$ cat src/rtl/pe_seq.sv
// ---------------------------------------------------------------------------
// pe_seq -- microsequencer for one GF(3^97) processing element.
//
// Accepts an operation request (MULT or CUBE) over a start/busy/done
// handshake and drives the PE's 11-bit control word cycle by cycle:
//   MULT : LOAD, then STEPS Horner steps (first step clears the accumulator)
//   CUBE : LOAD, then a single cube-accumulate step
// One instance sits between the pairing scheduler and each PE.
//
// Ports
//   clk    in   system clock, all state on the rising edge
//   reset  in   asynchronous, active-low reset
//   start  in   request strobe, only looked at while idle
//   op     in   2'b00 MULT, 2'b01 CUBE, 2'b1x reserved (err pulse)
//   abort  in   synchronous cancel, active-high, ignored while idle
//   ctrl   out  PE control word {c0..c10}, c0 = bit 10, c10 = bit 0
//   ld     out  high during the LOAD cycle (host holds d0/d1/d2 stable)
//   busy   out  high in LOAD, RUN and DONE
//   done   out  one-cycle pulse, PE result register valid
//   err    out  one-cycle pulse after a request with a reserved op
//
// Every output is a register whose next value is decoded from the next
// state, so outputs always describe the current state with no comb path
// from the inputs.
// ---------------------------------------------------------------------------
module pe_seq #(
    parameter int STEPS  = 33,
    parameter int CTRL_W = 11
) (
    input  logic              clk,
    input  logic              reset,
    input  logic              start,
    input  logic [1:0]        op,
    input  logic              abort,
    output logic [CTRL_W-1:0] ctrl,
    output logic              ld,
    output logic              busy,
    output logic              done,
    output logic              err
);

    localparam int CNT_W = (STEPS > 1) ? $clog2(STEPS) : 1;
    localparam logic [CNT_W-1:0] CNT_LAST = CNT_W'(STEPS - 1);
    localparam logic [CNT_W-1:0] CNT_ZERO = '0;
    localparam logic [CNT_W-1:0] CNT_ONE  = CNT_W'(1);

    // Control word constants. Bit 10 is c0, bit 0 is c10.
    //   LOAD   : c0..c4, R1<=d1, R2<=d2, R0<=d0
    //   MFIRST : c5,c6,c9,c10; c8 low drops the R3 term, which clears the
    //            accumulator on the first Horner step
    //   MITER  : c5..c10, R3 <= ppg0 + x*ppg1 + x^2*ppg2 + x^3*R3, R0 >>= 6
    //   CUBE   : c8,c10, R3 <= cu0 + cu1 + cu2 + R3
    localparam logic [CTRL_W-1:0] CW_IDLE   = CTRL_W'(11'h000);
    localparam logic [CTRL_W-1:0] CW_LOAD   = CTRL_W'(11'h7C0);
    localparam logic [CTRL_W-1:0] CW_MFIRST = CTRL_W'(11'h033);
    localparam logic [CTRL_W-1:0] CW_MITER  = CTRL_W'(11'h03F);
    localparam logic [CTRL_W-1:0] CW_CUBE   = CTRL_W'(11'h005);

    typedef enum logic [1:0] {
        S_IDLE = 2'd0,
        S_LOAD = 2'd1,
        S_RUN  = 2'd2,
        S_DONE = 2'd3
    } state_t;

    state_t             state_q, state_d;
    logic [CNT_W-1:0]   cnt_q,   cnt_d;
    logic               cube_q,  cube_d;   // latched op: 1 = CUBE, 0 = MULT
    logic [CTRL_W-1:0]  ctrl_q,  ctrl_d;
    logic               ld_q,    ld_d;
    logic               busy_q,  busy_d;
    logic               done_q,  done_d;
    logic               err_q,   err_d;

    // Maps a state (plus step counter and latched op in RUN) to its control
    // word. Every state, including unused encodings, lands on a constant.
    function automatic logic [CTRL_W-1:0] ctrl_of(input state_t           st,
                                                  input logic [CNT_W-1:0] cnt,
                                                  input logic             cube);
        logic [CTRL_W-1:0] cw;
        cw = CW_IDLE;
        case (st)
            S_LOAD: cw = CW_LOAD;
            S_RUN: begin
                if (cube)
                    cw = CW_CUBE;
                else if (cnt == CNT_ZERO)
                    cw = CW_MFIRST;
                else
                    cw = CW_MITER;
            end
            default: cw = CW_IDLE;
        endcase
        return cw;
    endfunction

    // Next-state logic.
    always_comb begin
        state_d = state_q;
        cnt_d   = cnt_q;
        cube_d  = cube_q;
        err_d   = 1'b0;

        case (state_q)
            S_IDLE: begin
                if (start) begin
                    if (op[1]) begin
                        // Reserved op: refuse it, stay idle, flag it.
                        err_d = 1'b1;
                    end else begin
                        state_d = S_LOAD;
                        cube_d  = op[0];
                    end
                end
            end
            S_LOAD: begin
                state_d = S_RUN;
                cnt_d   = CNT_ZERO;
            end
            S_RUN: begin
                // The counter only advances in a MULT run and the state
                // exits at CNT_LAST, so it can never wrap.
                if (cube_q || (cnt_q == CNT_LAST)) begin
                    state_d = S_DONE;
                end else begin
                    cnt_d = cnt_q + CNT_ONE;
                end
            end
            S_DONE: begin
                state_d = S_IDLE;
                cnt_d   = CNT_ZERO;
            end
            default: begin
                state_d = S_IDLE;
                cnt_d   = CNT_ZERO;
            end
        endcase

        // Abort cancels any active operation and wins over everything else.
        // While idle it is a no-op, so start in the same cycle still counts.
        if (abort && (state_q != S_IDLE)) begin
            state_d = S_IDLE;
            cnt_d   = CNT_ZERO;
        end
    end

    // Output decode from the next state, so the registered outputs line up
    // with the state they describe.
    always_comb begin
        ctrl_d = ctrl_of(state_d, cnt_d, cube_d);
        ld_d   = (state_d == S_LOAD);
        busy_d = (state_d != S_IDLE);
        done_d = (state_d == S_DONE);
    end

    always_ff @(posedge clk or negedge reset) begin
        if (!reset) begin
            state_q <= S_IDLE;
            cnt_q   <= CNT_ZERO;
            cube_q  <= 1'b0;
            ctrl_q  <= CW_IDLE;
            ld_q    <= 1'b0;
            busy_q  <= 1'b0;
            done_q  <= 1'b0;
            err_q   <= 1'b0;
        end else begin
            state_q <= state_d;
            cnt_q   <= cnt_d;
            cube_q  <= cube_d;
            ctrl_q  <= ctrl_d;
            ld_q    <= ld_d;
            busy_q  <= busy_d;
            done_q  <= done_d;
            err_q   <= err_d;
        end
    end

    assign ctrl = ctrl_q;
    assign ld   = ld_q;
    assign busy = busy_q;
    assign done = done_q;
    assign err  = err_q;

endmodule

$ cat config.mk
export PLATFORM = sky130hd
export DESIGN_NAME = pe_seq
export DESIGN_NICKNAME = d
export VERILOG_FILES = /design/src/rtl/pe_seq.sv
export SDC_FILE = /design/constraint.sdc
export NUM_CORES = 1
export LEC_CHECK = 0
export CAP_MARGIN = 20
export CORE_MARGIN = 2
export CORE_UTILIZATION = 53
export DETAILED_ROUTE_END_ITERATION = 8
export PLACE_DENSITY = 0.83
export SETUP_SLACK_MARGIN = 0.3
export SYNTH_ARGS = -nofsm -noshare
export SYNTH_HDL_FRONTEND = slang
export SYNTH_SLANG_ARGS = --single-unit
$ cat constraint.sdc
create_clock -name clk -period 3.56 [get_ports clk]
set_input_delay 0.356 -clock clk [delete_from_list [all_inputs] [get_ports clk]]
set_output_delay 0.356 -clock clk [all_outputs]
set_load 0.02 [all_outputs]
Word-level counts from Yosys, hierarchy flattened
Index checks and enable logic that the tools add are counted.
Storage, ports and cells
  register bits after elaboration: 24
  bits in latches: 0
  bits in writable memories: 0
  bits in read-only memories: 0
  input port bits: 6
  output and inout bits: 15
  logic and storage cells: 40
  memories kept: 0
Operators by class
  $add $sub $neg: 1
  multipliers: 0
  div/mod/pow operators: 0
  $lt $le $gt $ge: 0
  eq/ne operators: 7
  shift-type cells: 0
  multiplexer cells: 17
  bitwise logic cells: 0
  reduce and logical (&&, ||, !) cells: 7
Operators with widths (number)
  11-bit case mux with 2 select lines: 1
  6-bit two-way mux: 3
  6-bit case mux with 2 select lines: 1
  2-bit equality test, second input constant: 4
  2-bit two-way mux: 4
  2-bit case mux with 4 select lines: 1
  6-bit by 1-bit adder with 6-bit output, second input constant: 1
  6-bit equality test, second input constant: 1
  6-bit zero test: 1
  1-bit two-way mux: 6
  2-bit by 1-bit equality test with 1-bit output, second input constant: 2
  4-bit two-way mux: 1
  2-bit nonzero test: 2
  2-bit zero test: 1
  2-bit OR reduction: 1
  1-bit logical AND: 1
  1-bit logical OR: 1

Logic depth before layout (Yosys ltp)
Gate-level depths: netlist of run 1.
  depth in word-level cells: 9
  gate-level depth with buffers: 9
  gate-level depth less buffers: 9

Worst setup path before layout of run 1
OpenSTA, ideal clock, no wires.
  path type: register -> register
  start: register state_q[0]
  end: register ctrl_q[3], in the netlist ctrl[3]
  library setup time: 0.096 ns
  arrival: 1.918 ns
  setup slack: 1.546 ns
  cell stages (with the launch flop): 10
  buffers on the path: 0
  period minus slack after synthesis: 2.014 ns
  path through: dfrtp_1 > inv_1 > ha_1 > or2_2 > a21o_1 > a21oi_1 > or2_2 > ha_1 > nand2_1 > a311oi_2
Between the ends
  longest elaborated chain between the ends: 8
  elaborated cells on any way between the ends: 21
  those cells by class: 5 x eq/ne; 11 x mux; 5 x reduce/logical
Ends and longest elaborated chain
  from (decl): RTL line 66  | state_t state_q, state_d;
  from (signal assigned): RTL line 167  | state_q <= state_d;
  2-bit equality test / 2-bit by 1-bit equality test with 1-bit output (equally long branches): RTL line 104  | case (state_q)
  2-bit OR reduction (no source line)
  6-bit case mux with 2 select lines: RTL line 104
  6-bit two-way mux: RTL line 141  | if (abort && (state_q != S_IDLE)) begin
  6-bit zero test: RTL line 87  | else if (cnt == CNT_ZERO)
  4-bit two-way mux: RTL line 87
  6-bit two-way mux: RTL line 85  | if (cube)
  11-bit case mux with 2 select lines *: RTL line 82  | case (st)
  net ctrl_d[3]: RTL line 69  | logic [CTRL_W-1:0] ctrl_q, ctrl_d;
  to (signal assigned): RTL line 170  | ctrl_q <= ctrl_d;
  to (decl): RTL line 69
The timed path passes the listed nets; every way through them passes the cells marked *.

Worst setup path after layout of run 1
Ends and elaborated chain as after synthesis.

==> results of run 1 <==
[metrics by stage]
step	instances	setup WS (ns)	util [%]	power, mW
floorplan	90	1.55	-	0.671
global placement	128	1.41	66.5	0.826
detailed placement	128	1.36	66.5	0.840
CTS	132	1.34	68.0	0.940
global route	132	1.17	68.0	1.01
finish	132	1.34	68.0	0.929
[cells by family after synthesis]
kind of cell / count (synthesis) / synth area share, %
and+or+nand+nor: 26 / 16.7
buffers and inverters: 17 / 9.44
DFF: 17 / 44.0
AOI/OAI and AO/OA: 15 / 12.4
adders and majority gates: 9 / 11.6
xor gates and xnor gates: 4 / 3.62
muxes: 2 / 2.20
[metal layers]
layer / up-vias / wire length, um
met5: - / 0
met4: 0 / 52
met3: 7 / 101
met2: 27 / 746
met1: 321 / 707
li1: 336 / -
[report_power, final]
group,leakage (nW),total (mW),internal (mW),switching [mW]
clock network,0.0150,0.0971,0.0435,0.0535
logic,0.300,0.537,0.243,0.294
registers,0.226,0.294,0.255,0.0397
total,0.541,0.929,0.541,0.387
[worst max-delay path, cell delays in order, from the launching register on]
cell,delay (ns)
dfrtp_1,0.39
inv_1,0.08
ha_1,0.34
or2_2,0.20
a21o_1,0.16
a21oi_1,0.09
or2_2,0.31
ha_1,0.29
nand2_1,0.09
a311oi_2,0.18
[flip-flops by register name (all words and copies together), names as in the netlist]
signal / flops
cnt_q: 6
done: 1
state_q: 2
ctrl: 5
err: 1
cube_q: 1
busy: 1
[final timing paths]
kind	start	end	depth (start not counted)
max in group asynchronous	reset	ctrl[9]	1
max	state_q[0]	ctrl[3]	9
min reg2reg	cnt_q[1]	cnt_q[1]	2
min	reset	cnt_q[5]	1
min in group clk	cnt_q[1]	cnt_q[1]	2
max reg2reg	state_q[0]	ctrl[3]	9
[cell type report]
cell class / instances / area [um^2]
clock buffer: 4 / 26.3
fill: 135 / 552
inverter: 9 / 33.8
multi-input combinational: 56 / 450
sequential: 17 / 425
tap: 25 / 31.3
timing repair buffer: 21 / 208
[placed cells by master, fill, tap and decap left out, types with 2 or more instances in the layout]
| master | n |
|---|---|
| nor2_1 | 8 |
| dfrtp_1 | 17 |
| clkdlybuf4s50_1 | 20 |
| inv_1 | 9 |
| or2_2 | 3 |
| o21ai_0 | 2 |
| xnor2_1 | 2 |
| xor2_1 | 2 |
| clkbuf_4 | 3 |
| a21oi_1 | 2 |
| nand2_1 | 3 |
| a31oi_1 | 2 |
| nand3_1 | 2 |
| ha_1 | 9 |
==> results.tsv, run 1 <==
metric	value	unit
status	finished clean	
TritonCTS Buffers	3	
Die X	46.7	um
Synth Cell Area	967	um^2
CP Max Fanout	9	
register bit total from synthesis	17	
worst slew pin tran	0.696	ns
syn avg cell area	10.7	um^2
Gates resized, CTS repair	0	
FF-to-FF setup slack	1.34	ns
top post-synthesis cells by area	dfrtp_1 44%, ha_1 12%, buf_4 5.4%	
I/O Pins	21	
routed vias	691	
Post-synth ARST share	100	%
biggest area consumer among synthesized cells	dfrtp_1	
1st-iter DRT viols	18	
met3 Resource Use GR	5.10	%
clock root buffer	clkbuf_4	
Unique masters post-synth	35	
input/output buffers	20	
unrepaired setup endpoints after global routing	no	
grt peak-use layer	met2	
WL/cell	12.2	um
total placed instance area	0.00115	mm^2
crit path DAT	2.42	ns
starting density of the core	56.0	%
Min Clock Period, post-route	2.22	ns
Post-synth EDFFs	0	
count leader, synth	dfrtp_1	
Die Height	46.7	um
first-pass GRT wire length	2.58	mm
Post-Synthesis Net Count	105	
Worst setup SP type	register	
number of global-route vias before repair	587	
met1 usage	22.1	%
HPWL after detailed placement	1.26	mm
GRT Total Usage	17.8	%
Final Cell Area	0.00117	mm^2
CTS tree	done	
most frequent cells after synthesis	17 x dfrtp_1, 9 x ha_1, 9 x inv_1	
PD cells	790	mW/mm^2
Max Buffers Root-to-Sink	2	
H-tree Lvls	1	
slew margin rel.	53.5	%
Lkg Pwr	0.541	nW
largest net degree at the start of global routing	18	
Critical Path RT	3.76	ns
Worst Hold Class	primary input to asynchronous set/reset pin	
Clock Skews	0.00874	ns
Sink Count	17	
Fin Hold WS	0.481	ns
maximum vdd drop	0.000428	V
diode count	0	
grt ovf	0	
DRC	0	
max-slew violation count	0	
Synth top area share	44.0	%
final setup violation count	0	
maxcap violations	0	
YS warnings	0	
Tcrit/Tclk final	62.2	%
initial antenna violation count	0	
Area Growth Syn to Fin	21.5	%
die area	0.00218	mm^2
Critical Path End Type	register	
met2 Use GR	28.6	%
sequential area share after synthesis	44.0	%
clock latency on the worst-skew pair	0.29	ns
row cnt	15	
Clock Pin Slew Worst Setup and Hold Paths	0.09	ns
setup TNS	0	ns
Final #Nets	123	
layout cell share with drive strength beyond 1	14.0	%
Synth Flop Type	dfrtp_1	
Placer Congestion	0.781	
post-synthesis cell count	90	
Worst Setup Path Type	register to register	
post-DR vias/cell	5.23	
Antenna Nets Post-Route	0	
final wirelength	1.61	mm
fmax	451	MHz
Detailed Routing Iterations Pass 1	4	
Core ar.	0.00173	mm^2
# Post-CTS Setup Buffers	0	
endpoints failing hold	0	
hold buffers post-CTS	0	
No activity file was read; power rests on OpenSTA's default activity.
==> inputs of run 2 (changes only) <==
CORE_UTILIZATION = 49   (was 53)
PLACE_DENSITY = 0.78   (was 0.83)
clock period = 2.2 ns   (was 3.56 ns; I/O delays follow)
==> results.tsv, run 2 (synthesized netlist as in run 1, its figures left out) <==
metric	value	unit	change
clock power share	8.7	%	was 10.5%
Clock Pin Slew Worst Setup and Hold Paths	0.09	ns	about the same
PD cells	1400	mW/mm^2	was 790 mW/mm^2
slew margin rel.	50.3	%	was 53.5%
commonest non-fill, non-tap cell in the layout	clkdlybuf4s50_1		unchanged
Detailed Routing Iterations Pass 1	4		unchanged
Area Growth Syn to Fin	38.8	%	was 21.5%
Worst Hold Class	primary input to asynchronous set/reset pin		unchanged
fillers	142		was 135
fmax	524	MHz	was 451 MHz
HPWL after detailed placement	1.34	mm	was 1.26 mm
die area	0.00234	mm^2	was 0.00218 mm^2
final worst slack	0.291	ns	was 1.34 ns
Core ar.	0.00190	mm^2	was 0.00173 mm^2
1st-iter DRT viols	21		was 18
crit path DAT	2.11	ns	was 2.42 ns
grt ovf	0		unchanged
worst slew pin tran	0.743	ns	was 0.696 ns
Die Height	48.4	um	was 46.7 um
endpoints failing hold	0		unchanged
input/output buffers	20		unchanged
Sw Pwr	0.784	mW	was 0.387 mW
largest net degree at the start of global routing	18		unchanged
GRT Total Usage	17.0	%	was 17.8%
sw frac	41.7	%	about the same
Worst setup SP type	register		unchanged
Seq. cell area	425	um^2	unchanged
CP Max Fanout	4		was 9
max-slew violation count	0		unchanged
Critical Path End Type	register		unchanged
Antenna Nets Post-Route	0		unchanged
Place WS	0.155	ns	was 1.36 ns
Final #Nets	135		was 123
TritonCTS Buffers	3		unchanged
Tcrit/Tclk final	86.8	%	was 62.2%
FF-to-FF End	ctrl[3]		unchanged
reg2reg path depth	9		unchanged
Placer Congestion	0.843		was 0.781
setup TNS	0	ns	unchanged
maximum vdd drop	0.000840	V	was 0.000428 V
number of global-route vias before repair	697		was 587
layout cell share with drive strength beyond 1	33.6	%	was 14.0%
clock latency on the worst-skew pair	0.28	ns	was 0.29 ns
RR Startpoint	state_q[0]		unchanged
I/O Pins	21		unchanged
starting density of the core	50.9	%	was 56.0%
flip-flop count of the largest register after layout	6		unchanged
hold buffers post-CTS	0		unchanged
final wirelength	2.05	mm	was 1.61 mm
Comb pwr share	66.0	%	was 57.8%
multi-input logic area	526	um^2	was 450 um^2
unrepaired setup endpoints after global routing	yes		was no
Lkg Pwr	0.612	nW	was 0.541 nW
Sink Count	17		unchanged
final setup violation count	0		unchanged
CTS tree	done		unchanged
post-DR vias/cell	5.20		was 5.23
status	finished clean		unchanged
Clock Skews	0.00257	ns	was 0.00874 ns
initial antenna violation count	0		unchanged
H-tree Lvls	1		unchanged
maxcap violations	0		unchanged
WL/cell	14.0	um	was 12.2 um
Critical Path RT	2.40	ns	was 3.76 ns
Die X	48.4	um	was 46.7 um
clock root buffer	clkbuf_4		unchanged
diode count	0		unchanged
Int Power	1.10	mW	was 0.541 mW
final core utilization	70.6	%	was 68.0%
Worst Setup Path Type	register to register		unchanged
Biggest register	cnt_q		unchanged
row cnt	16		was 15
Min Clock Period, post-route	1.91	ns	was 2.22 ns
most frequent cells in the layout	20 x clkdlybuf4s50_1, 17 x dfrtp_1, 13 x buf_4, 8 x nor2_1, 6 x inv_1		was 20 x clkdlybuf4s50_1, 17 x dfrtp_1, 9 x inv_1, 9 x ha_1, 8 x nor2_1
Max Buffers Root-to-Sink	2		unchanged
DRC	0		unchanged
FF-to-FF setup slack	0.29	ns	was 1.34 ns
share of power burned in registers	25.3	%	was 31.7%
first-pass GRT wire length	3.13	mm	was 2.58 mm
routed vias	759		was 691
-- run 2: cell count changes in the layout (fill, tap and decap cells not counted), sizes merged --
| cell | change |
|---|---|
| buf | +12 |
-- run 2: through the flow --
| step | area, um^2 | power, mW | hold slack (ns) | instances |
|---|---|---|---|---|
| 2_1_floorplan | 976 | 1.11 | -0.0756 | 90 |
| 3_3_place_gp | 1160 | 1.37 | 0.593 | 130 |
| 3_5_place_dp | 1160 | 1.40 | 0.602 | 130 |
| 4_1_cts | 1250 | 1.68 | 0.387 | 141 |
| 5_1_grt | 1340 | 2.00 | 0.419 | 146 |
| 6_report | 1340 | 1.88 | 0.368 | 146 |
-- run 2: repair_timing --
item / 4_1_cts / 5_1_grt
resized for setup: 3 / 12
setup endpoints to repair: 3 / 3
pin swaps: 2 / 7
buffers inserted: 7 / 5
-- run 2: power groups by stage --
stage | sequential, mW | clock [mW] | combinational, mW
3_3_place_gp | 0.482 | 0 | 0.886
4_1_cts | 0.470 | 0.166 | 1.04
3_5_place_dp | 0.490 | 0 | 0.913
6_report | 0.476 | 0.163 | 1.24
5_1_grt | 0.490 | 0.185 | 1.33
2_1_floorplan | 0.548 | 0 | 0.563
-- run 2: critical path, cell delays in order (launching register included) --
cell	delay [ns]
dfrtp_1	0.39
inv_1	0.15
ha_4	0.19
or2_4	0.13
a21o_1	0.12
a21oi_2	0.07
or2_4	0.28
ha_4	0.28
nand2_4	0.05
a311oi_2	0.16
-- run 2: layer usage --
metal / vias up / wire length, um / global-route usage, %
met5: - / 0 / 0
met4: 0 / 50 / 5.71
met3: 6 / 139 / 3.40
met2: 35 / 1040 / 30.8
met1: 354 / 816 / 20.1
li1: 364 / - / -
-- run 2: worst max path at each step --
stage	from	to	slack [ns]	cells past startpoint
floorplan	cnt_q[0]	ctrl[3]	0.30	9
global placement	state_q[0]	ctrl[3]	0.20	9
detailed placement	state_q[0]	ctrl[2]	0.16	9
CTS	state_q[1]	ctrl[2]	0.31	9
global route	state_q[0]	ctrl[3]	0.25	9
finish	state_q[0]	ctrl[3]	0.29	9
-- run 2: cell type report --
| type | count | share of cell area (%) |
|---|---|---|
| clock buffers | 4 | 1.96 |
| inverters | 9 | 2.52 |
| multi-input cells | 56 | 39.1 |
| flip-flops and latches | 17 | 31.7 |
| well taps | 27 | 2.52 |
| repair buffers | 33 | 22.2 |
==> inputs of run 3 (changes only) <==
PLACE_DENSITY = not set   (was 0.78)
PLACE_DENSITY_LB_ADDON = 0.1   (was not set)
==> results.tsv, run 3 (synthesized netlist as in run 1, its figures left out) <==
metric	value	unit	change
grt ovf	0		unchanged
Worst setup SP type	register		unchanged
PD cells	1370	mW/mm^2	was 1400 mW/mm^2
I/O Pins	21		unchanged
input/output buffers	20		unchanged
initial antenna violation count	0		unchanged
Min Clock Period, post-route	1.89	ns	was 1.91 ns
GRT Total Usage	17.7	%	was 17.0%
endpoints failing hold	0		unchanged
maxcap violations	0		unchanged
Max Buffers Root-to-Sink	2		unchanged
most frequent cells in the layout	20 x clkdlybuf4s50_1, 17 x dfrtp_1, 10 x buf_4, 8 x nor2_1, 7 x inv_1		was 20 x clkdlybuf4s50_1, 17 x dfrtp_1, 13 x buf_4, 8 x nor2_1, 6 x inv_1
slew margin rel.	51.6	%	was 50.3%
Worst Setup Path Type	register to register		unchanged
layout cell share with drive strength beyond 1	28.4	%	was 33.6%
WL/cell	12.9	um	was 14.0 um
starting density of the core	50.9	%	unchanged
Critical Path End Type	register		unchanged
Clock Skews	0.0109	ns	was 0.00257 ns
slowest CP cell	dfrtp_1		unchanged
routed vias	716		was 759
first-pass GRT wire length	3.23	mm	was 3.13 mm
number of global-route vias before repair	747		was 697
fillers	150		was 142
Clock Pin Slew Worst Setup and Hold Paths	0.10	ns	was 0.09 ns
TritonCTS Buffers	3		unchanged
clock root buffer	clkbuf_4		unchanged
status	finished clean		unchanged
Critical Path RT	2.39	ns	was 2.40 ns
HPWL after detailed placement	1.30	mm	was 1.34 mm
Detailed Routing Iterations Pass 1	4		unchanged
largest net degree at the start of global routing	18		unchanged
crit path DAT	2.08	ns	was 2.11 ns
CP max stage delay	0.36	ns	was 0.39 ns
max-slew violation count	0		unchanged
1st-iter DRT viols	11		was 21
Tcrit/Tclk final	85.8	%	was 86.8%
Die Height	48.4	um	unchanged
critical-path cell list	inv_1 -> ha_2 -> buf_4 -> nor4bb_4 -> a2111oi_2 -> a311o_1 -> a311oi_2		was inv_1 -> ha_4 -> or2_4 -> a21o_1 -> a21oi_2 -> or2_4 -> ha_4 -> nand2_4 -> a311oi_2
Biggest register	cnt_q		unchanged
setup TNS	0	ns	unchanged
final wirelength	1.84	mm	was 2.05 mm
worst slew pin tran	0.724	ns	was 0.743 ns
Worst Hold Class	primary input to asynchronous set/reset pin		unchanged
Place WS	0.145	ns	was 0.155 ns
Die X	48.4	um	unchanged
Core ar.	0.00190	mm^2	unchanged
Final #Nets	132		was 135
unrepaired setup endpoints after global routing	yes		unchanged
fmax	530	MHz	was 524 MHz
H-tree Lvls	1		unchanged
flip-flop count of the largest register after layout	6		unchanged
CP Max Fanout	8		was 4
Area Growth Syn to Fin	32.9	%	was 38.8%
maximum vdd drop	0.000991	V	was 0.000840 V
Sink Count	17		unchanged
CTS tree	done		unchanged
Total Power	1.77	mW	was 1.88 mW
commonest non-fill, non-tap cell in the layout	clkdlybuf4s50_1		unchanged
final worst slack	0.312	ns	was 0.291 ns
diode count	0		unchanged
die area	0.00234	mm^2	unchanged
Placer Congestion	0.746		was 0.843
post-DR vias/cell	5.01		was 5.20
clock latency on the worst-skew pair	0.29	ns	was 0.28 ns
Lkg Pwr	0.596	nW	was 0.612 nW
row cnt	16		unchanged
final setup violation count	0		unchanged
Antenna Nets Post-Route	0		unchanged
DRC	0		unchanged
run 3: cell count changes in the layout (fill, tap and decap cells not counted), moves of 2 or more:
cell / delta
a31oi_1: +2
a31oi_2: -2
buf_4: -3
ha_4: -2
run 3: power by group:
| group | switching [mW] | internal [mW] | total, mW |
|---|---|---|---|
| clock network | 0.0942 | 0.0703 | 0.165 |
| registers | 0.0602 | 0.412 | 0.472 |
| logic | 0.582 | 0.546 | 1.13 |
run 3: cell type report:
cell class	count	area (um^2)	share of cell area [%]
timing repair buffer	30	275	21.4
multi-input combinational	56	490	38.2
tap	27	33.8	2.63
inverter	9	33.8	2.63
clock buffer	4	26.3	2.04
sequential	17	425	33.1
run 3: routing by layer:
layer	global-route usage [%]	up-vias	wire length (um)
met3	4.94	2	101
li1	-	359	-
met4	6.19	0	8
met5	0	-	0
met1	22.1	338	849
met2	29.6	17	883
run 3: timing repair:
action,CTS,global route
setup endpoints to repair,3,3
buffers inserted,6,2
pin swaps,3,6
resized for setup,2,7
hold buffers,0,0
run 3: worst max-delay path: cells and delay by family (launching register included):
family	cells	cell delay (ns)
buf+inv	2	0.22
flops	1	0.36
fa+ha+maj	1	0.19
simple gates	1	0.33
compound gates	3	0.69
run 3: path summary, 6_finish.rpt:
| path | from | endpoint | slack (ns) | depth (start not counted) |
|---|---|---|---|---|
| setup / recovery | state_q[0] | ctrl[3] | 0.31 | 7 |
| hold / removal | reset | err | 0.36 | 1 |
| setup reg to reg | state_q[0] | ctrl[3] | 0.31 | 7 |
| max in group asynchronous | reset | cnt_q[5] | 1.38 | 1 |
| min in group clk | op[1] | err | 0.60 | 2 |
| hold reg to reg | cnt_q[5] | cnt_q[5] | 0.65 | 2 |
run 3: per-stage QoR:
stage | cell area (um^2) | std cells | util (%) | hold WS, ns
2_1_floorplan | 976 | 90 | - | -0.0756
3_3_place_gp | 1170 | 131 | 61.4 | 0.589
3_5_place_dp | 1170 | 131 | 61.4 | 0.603
4_1_cts | 1240 | 141 | 65.3 | 0.386
5_1_grt | 1280 | 143 | 67.6 | 0.436
6_report | 1280 | 143 | 67.6 | 0.355
